<file path="config.mk">
export PLATFORM = sky130hd
export DESIGN_NAME = rgen_address_decoder_array
export DESIGN_NICKNAME = d
export VERILOG_FILES = /design/src/rtl/rgen_address_decoder_array.sv
export SDC_FILE = /design/constraint.sdc
export NUM_CORES = 1
export LEC_CHECK = 0
export ABC_AREA = 1
export CAP_MARGIN = 5
export CORE_AREA = 2 2 41 43
export DETAILED_ROUTE_END_ITERATION = 8
export DIE_AREA = 0 0 43 45
export MAX_ROUTING_LAYER = met4
export PLACE_DENSITY = 0.74
export SLEW_MARGIN = 20
export SYNTH_ARGS = -nofsm -noshare
export SYNTH_HDL_FRONTEND = slang
export SYNTH_SLANG_ARGS = --single-unit
</file>
<file path="constraint.sdc">
create_clock -name i_clk -period 1.4 [get_ports i_clk]
set_clock_uncertainty 0.15 [all_clocks]
set_input_delay 0.14 -clock i_clk [delete_from_list [all_inputs] [get_ports i_clk]]
set_output_delay 0.14 -clock i_clk [all_outputs]
set_load 0.03 [all_outputs]
</file>
<file path="src/rtl/rgen_address_decoder_array.sv">
// rtl/rgen_address_decoder_array.sv - multi-window host command decoder with timed select and held response
module rgen_address_decoder_array #(
    parameter int ADDRESS_WIDTH = 16,
    parameter int REGISTERS = 4,
    parameter logic [REGISTERS*ADDRESS_WIDTH-1:0] START_ADDRESSES = {REGISTERS{16'h0000}},
    parameter logic [REGISTERS*ADDRESS_WIDTH-1:0] END_ADDRESSES = {REGISTERS{16'h0003}},
    parameter logic [REGISTERS-1:0] READABLE = {REGISTERS{1'b1}},
    parameter logic [REGISTERS-1:0] WRITABLE = {REGISTERS{1'b1}},
    parameter int WAIT_CYCLES = 0,
    localparam int INDEX_WIDTH = (REGISTERS > 1) ? $clog2(REGISTERS) : 1
) (
    input  logic                     i_clk,
    input  logic                     i_rst_n,
    input  logic                     i_command_valid,
    output logic                     o_command_ready,
    input  logic [ADDRESS_WIDTH-1:0] i_address,
    input  logic                     i_read,
    input  logic                     i_write,
    output logic [REGISTERS-1:0]     o_select,
    output logic                     o_read,
    output logic                     o_write,
    output logic                     o_response_valid,
    input  logic                     i_response_ready,
    output logic                     o_error,
    output logic [INDEX_WIDTH-1:0]   o_index
);

    localparam int COUNT_WIDTH = (WAIT_CYCLES > 0) ? $clog2(WAIT_CYCLES + 1) : 1;
    localparam logic [COUNT_WIDTH-1:0] COUNT_LAST = COUNT_WIDTH'(WAIT_CYCLES);

    typedef enum logic [1:0] {
        IDLE     = 2'd0,
        ACCESS   = 2'd1,
        RESPONSE = 2'd2
    } state_t;

    state_t                   state_q;
    logic [COUNT_WIDTH-1:0]   count_q;
    logic [REGISTERS-1:0]     select_q;
    logic                     read_q;
    logic                     write_q;
    logic                     response_valid_q;
    logic                     error_q;
    logic [INDEX_WIDTH-1:0]   index_q;
    // Decode result captured at handshake, published only when the response is raised
    logic                     pending_error_q;
    logic [INDEX_WIDTH-1:0]   pending_index_q;

    logic                     hit_d;
    logic                     hit_readable_d;
    logic                     hit_writable_d;
    logic [INDEX_WIDTH-1:0]   hit_index_d;
    logic [REGISTERS-1:0]     hit_onehot_d;
    logic                     error_d;

    assign o_command_ready  = (state_q == IDLE);
    assign o_select         = select_q;
    assign o_read           = read_q;
    assign o_write          = write_q;
    assign o_response_valid = response_valid_q;
    assign o_error          = error_q;
    assign o_index          = index_q;

    // Window match with lowest-index priority: scan downward so the lowest hit is written last
    always_comb begin
        hit_d          = 1'b0;
        hit_readable_d = 1'b0;
        hit_writable_d = 1'b0;
        hit_index_d    = '0;
        hit_onehot_d   = '0;
        for (int i = REGISTERS - 1; i >= 0; i--) begin
            if ((i_address >= START_ADDRESSES[i*ADDRESS_WIDTH +: ADDRESS_WIDTH]) &&
                (i_address <= END_ADDRESSES[i*ADDRESS_WIDTH +: ADDRESS_WIDTH])) begin
                hit_d          = 1'b1;
                hit_readable_d = READABLE[i];
                hit_writable_d = WRITABLE[i];
                hit_index_d    = INDEX_WIDTH'(i);
                hit_onehot_d   = '0;
                hit_onehot_d[i] = 1'b1;
            end
        end
        error_d = !hit_d
                  || (i_read && !hit_readable_d)
                  || (i_write && !hit_writable_d)
                  || (i_read == i_write);
    end

    // Command sequencer: capture in IDLE, hold select for WAIT_CYCLES+1 cycles, then hold the response
    always_ff @(posedge i_clk or negedge i_rst_n) begin
        if (!i_rst_n) begin
            state_q          <= IDLE;
            count_q          <= '0;
            select_q         <= '0;
            read_q           <= 1'b0;
            write_q          <= 1'b0;
            response_valid_q <= 1'b0;
            error_q          <= 1'b0;
            index_q          <= '0;
            pending_error_q  <= 1'b0;
            pending_index_q  <= '0;
        end else begin
            case (state_q)
                IDLE: begin
                    if (i_command_valid) begin
                        state_q         <= ACCESS;
                        count_q         <= '0;
                        select_q        <= error_d ? '0 : hit_onehot_d;
                        read_q          <= error_d ? 1'b0 : i_read;
                        write_q         <= error_d ? 1'b0 : i_write;
                        pending_error_q <= error_d;
                        pending_index_q <= error_d ? '0 : hit_index_d;
                    end
                end
                ACCESS: begin
                    if (count_q == COUNT_LAST) begin
                        state_q          <= RESPONSE;
                        count_q          <= '0;
                        select_q         <= '0;
                        read_q           <= 1'b0;
                        write_q          <= 1'b0;
                        response_valid_q <= 1'b1;
                        error_q          <= pending_error_q;
                        index_q          <= pending_index_q;
                    end else begin
                        count_q <= count_q + COUNT_WIDTH'(1);
                    end
                end
                RESPONSE: begin
                    if (i_response_ready) begin
                        state_q          <= IDLE;
                        response_valid_q <= 1'b0;
                        error_q          <= 1'b0;
                        index_q          <= '0;
                    end
                end
                default: begin
                    state_q <= IDLE;
                end
            endcase
        end
    end

endmodule

</file>
Word-level counts from Yosys, hierarchy flattened
Cells that the tools add are included.

Register bits after elaboration: 14. Bits of input ports: 22. Output and inout bits: 11. Logic and storage cells: 60.

$add $sub $neg: 1. Order comparisons: 2. Eq/ne operators: 6. Muxes and demuxes: 27. Reduce and logical (&&, ||, !) cells: 15.

Operator list (number): 16-bit by 1-bit greater-or-equal comparator with 1-bit output, second input constant (1); 16-bit by 2-bit <= comparator with 1-bit output, second input constant (1); 1-bit two-way mux (12); 4-bit two-way mux (3); 1-bit case mux with 2 select lines (5); 3-bit AND reduction (3); 2-bit two-way mux (4); 4-bit case mux with 2 select lines (1); 2-bit inequality test, second input constant (3); 2-bit case mux with 3 select lines (1); 2-bit case mux with 2 select lines (1); 2-bit AND reduction (2); 2-bit nonzero test (2); 1-bit logical AND (3); 1-bit logical OR (3); 2-bit by 1-bit == test with 1-bit output, second input constant (1); 2-bit == test, second input constant (1); 2-bit zero test (1); 1-bit adder, second input constant (1); 1-bit == test (1); 1-bit zero test (1).

Depth between registers and ports, before layout
Depth in word-level cells: 11. Depth in mapped cells: 6. Depth with buffers taken out: 6.

Least setup slack after synthesis
Ideal clock, no wire load.

Path type: register to register. Start point: register state_q[1]. End point: register pending_error_q. Library setup time: 0.113 ns. Arrival time: 1.033 ns. Data required time: 1.137 ns. Path slack: 0.104 ns. Cell stages (with the launch flop): 7. Path buffers: 0. Period minus slack after synthesis: 1.296 ns. Cell sequence: dfrtp_1 -> nor2_4 -> nand2_4 -> nor2_4 -> nand3_2 -> nand2_1 -> inv_1.

Word-level cells in the longest chain between the ends: 2.

RTL lines: start: declaration (RTL line 37) `state_t state_q;`; start signal: assignment (RTL line 91) `state_q <= IDLE;`; start signal: assignment (RTL line 105) `state_q <= ACCESS;`; start signal: assignment (RTL line 116) `state_q <= RESPONSE;`; 2-bit zero test; via o_command_ready (RTL line 15) `output logic o_command_ready,`; 2-bit AND reduction (no source line); end signal: assignment (RTL line 110) `pending_error_q <= error_d;`; end: declaration (RTL line 46) `logic pending_error_q;`.

The timed path passes the listed nets, and every way through them passes these cells. A chain may end at the register's enable or synchronous reset.

Worst setup path after layout
Start point: register state_q[1]. End point: output port o_command_ready.

Word-level cells in the longest chain between the ends: 1.

RTL lines: 2-bit zero test (RTL line 56) `assign o_command_ready = (state_q == IDLE);`; end: declaration (RTL line 15).

Every way passes these cells.

==> metrics.yaml <==
power:
  cellPowerDensity_nw_per_um2: 1260
  static-leakage-power_nw: 0.366
  irDropWorstVdd_mv: 0.615
floorplan:
  io_pins: 33
  die-area_um2: 1940
  die_x_um: 43
  initial_core_util_pct: 31.5
  core.rowCount: 14
  die_h_um: 45
  core_area_um2: 1470
sta:
  worst_slack_ns: 0.114
  finalHoldViolCount: 0
  finalCritPeriodShare_pct: 91.9
  finalSetupTns_ns: 0
  timing.hold.ws_ns: 0.0144
  maxSlewViolCount: 0
  finalSetupViolCount: 0
  layout_min_cycle_time_ns: 1.29
  rsz0062_at_grt: "false"
  fmax_mhz: 777
worst_setup_path:
  start_kind: "register"
  end_kind: "primary output"
  slowest_stage: "dfrtp_1"
  crit_type: "reg2out"
  worstPathRequired_ns: 1.11
  path_cells: "nor2_4, buf_4"
  cp.arrival_ns: 1.00
  crit_fanout: 4
  critPathMaxStageDelay_ns: 0.43
run_status:
  status: "finished clean"
placed_design:
  place_ws_ns: 0.0546
  dpl.hpwl_um: 774
  portBuffers: 25
  gp_congestion: 0.721
cells_and_area:
  syn2layout_area_growth_pct: 56.5
  drive_gt1_share_pct: 17.4
  final_cell_mix: "clkdlybuf4s50_1, nand2_1, nor2_1, dfrtp_1"
  layout.nets: 110
  n_antenna_cell: 0
  final_common_cell: "clkdlybuf4s50_1"
  nFillCells: 155
clock_tree:
  hold_buffers: 0
  cts.clk_slew.worst_paths_ns: 0.05
  clkSinkCount: 8
  cts_tree: "done"
  clockBufferDepth: 2
  clock_latency_ns: 0.25
  cts-root-buf: "clkbuf_4"
  cts_setup_buffers: 0
  htree_levels: 1
  cts_buffers: 3
yosys:
  synth_top_family_by_area: "simple AND/OR/NAND/NOR gates"
  synth_cells: 59
  synth_compound_area_share_pct: 3.24
  synth_area_um2: 463
  synth-seq-cells: 8
  synth-adder-area-share_pct: 0
  synth-simple-area-share_pct: 38.9
  syn_area_per_cell_um2: 7.85
  yosysSeqAreaShare_pct: 43.2
  yosysUniqueCellTypes: 16
  synth_mux_area_share_pct: 0
  synth_xor_area_share_pct: 0
  ys_warn_count: 0
routing:
  vias_per_cell: 4.33
  vias: 442
  drc: 0
  routed_wl_um: 917
  antenna_left: 0
  drtPass1Iterations: 4
  drtIter0Drc: 6
  avgRoutedWirePerCell_um: 8.99
global_route:
  antenna_found_initial: 0
  gr-usage-all-layers_pct: 12.1
  overflow: 0
  grt_pass1_vias: 409
  grt_max_degree: 9
  grt_pass1_wl_mm: 1.66
worst_hold_path:
  min-delay-path-class: "in2async"
job:
  cap_violations: 0
-- stage by stage --
stage	util (%)	total power, mW	instance area [um2]	instances
after detailed placement	48.1	0.770	708	99
after global routing	49.2	0.986	724	102
after floorplan	-	0.613	478	63
final	49.2	0.915	724	102
after global placement	48.1	0.763	708	99
after CTS	49.2	0.931	724	102
-- repair_timing --
item,4_1_cts,5_1_grt
setup endpoints to repair,5,0
gates resized for setup,5,0
endpoints found under the hold margin,0,0
-- power breakdown --
part | total (mW) | internal (mW) | leakage (nW) | switching [mW]
sequential | 0.329 | 0.284 | 0.0986 | 0.0452
clock | 0.173 | 0.0979 | 0.0138 | 0.0749
combinational | 0.413 | 0.161 | 0.253 | 0.252
-- critical path, delay by kind of cell (launching register included) --
kind | cells | cell delay (ns)
buffers and inverters | 1 | 0.17
flip-flops | 1 | 0.43
AND/OR/NAND/NOR | 1 | 0.14
-- cell usage after synthesis --
cell	n	share of area, %
nand2_1	14	11
nor2_4	2	4.9
o21ai_1	1	1.1
conb_1	1	0.81
nor2_1	8	6.5
nand4_1	2	2.7
nand2_2	1	1.4
inv_2	2	1.6
inv_1	5	4.1
nand2_4	1	2.4
buf_4	5	8.1
nand3_1	2	2.2
nand3_2	1	2.2
o21ai_0	2	2.2
nor2_2	4	5.4
dfrtp_1	8	43
-- path summary, 6_finish.rpt --
check / start / end / slack [ns] / cells after the start
worst min register to register: o_response_valid / o_response_valid / 0.31 / 2
worst max register to register: state_q[1] / pending_error_q / 0.19 / 6
worst min-delay path: i_rst_n / state_q[1] / 0.01 / 1
max in group asynchronous: i_rst_n / o_read / 0.82 / 1
min in group i_clk: o_response_valid / o_response_valid / 0.31 / 2
worst max-delay path: state_q[1] / o_command_ready / 0.11 / 2
-- state kept, by name, summed over array words and instances, names as in the netlist --
name and count:
o_read 1, state_q 2, o_error 1, o_select 1, pending_error_q 1, o_response_valid 1
o_write 1
-- routing by layer --
layer	global-route usage, %	up-vias	wire (um)
met5	-	-	0
met4	2.42	0	0
met3	7.20	0	93
met2	18.5	17	447
met1	13.9	199	376
li1	-	226	-
-- cell type report --
type	count	area, um2	area share (%)
timing repair buffer	25	241	33.3
multi-input combinational	43	214	29.5
sequential	8	200	27.6
clock buffer	3	22.5	3.11
inverter	7	26.3	3.63
tap	16	20.0	2.76
-- cells by family (layout without fill, tap and decap cells) --
logic type / Yosys count / after routing
AND/OR/NAND/NOR: 35 / 35
buffers and inverters: 12 / 35
AO/OA/AOI/OAI: 3 / 3
other: 1 / 5
flip-flops: 8 / 8
Power figures use the tool's default switching activity.
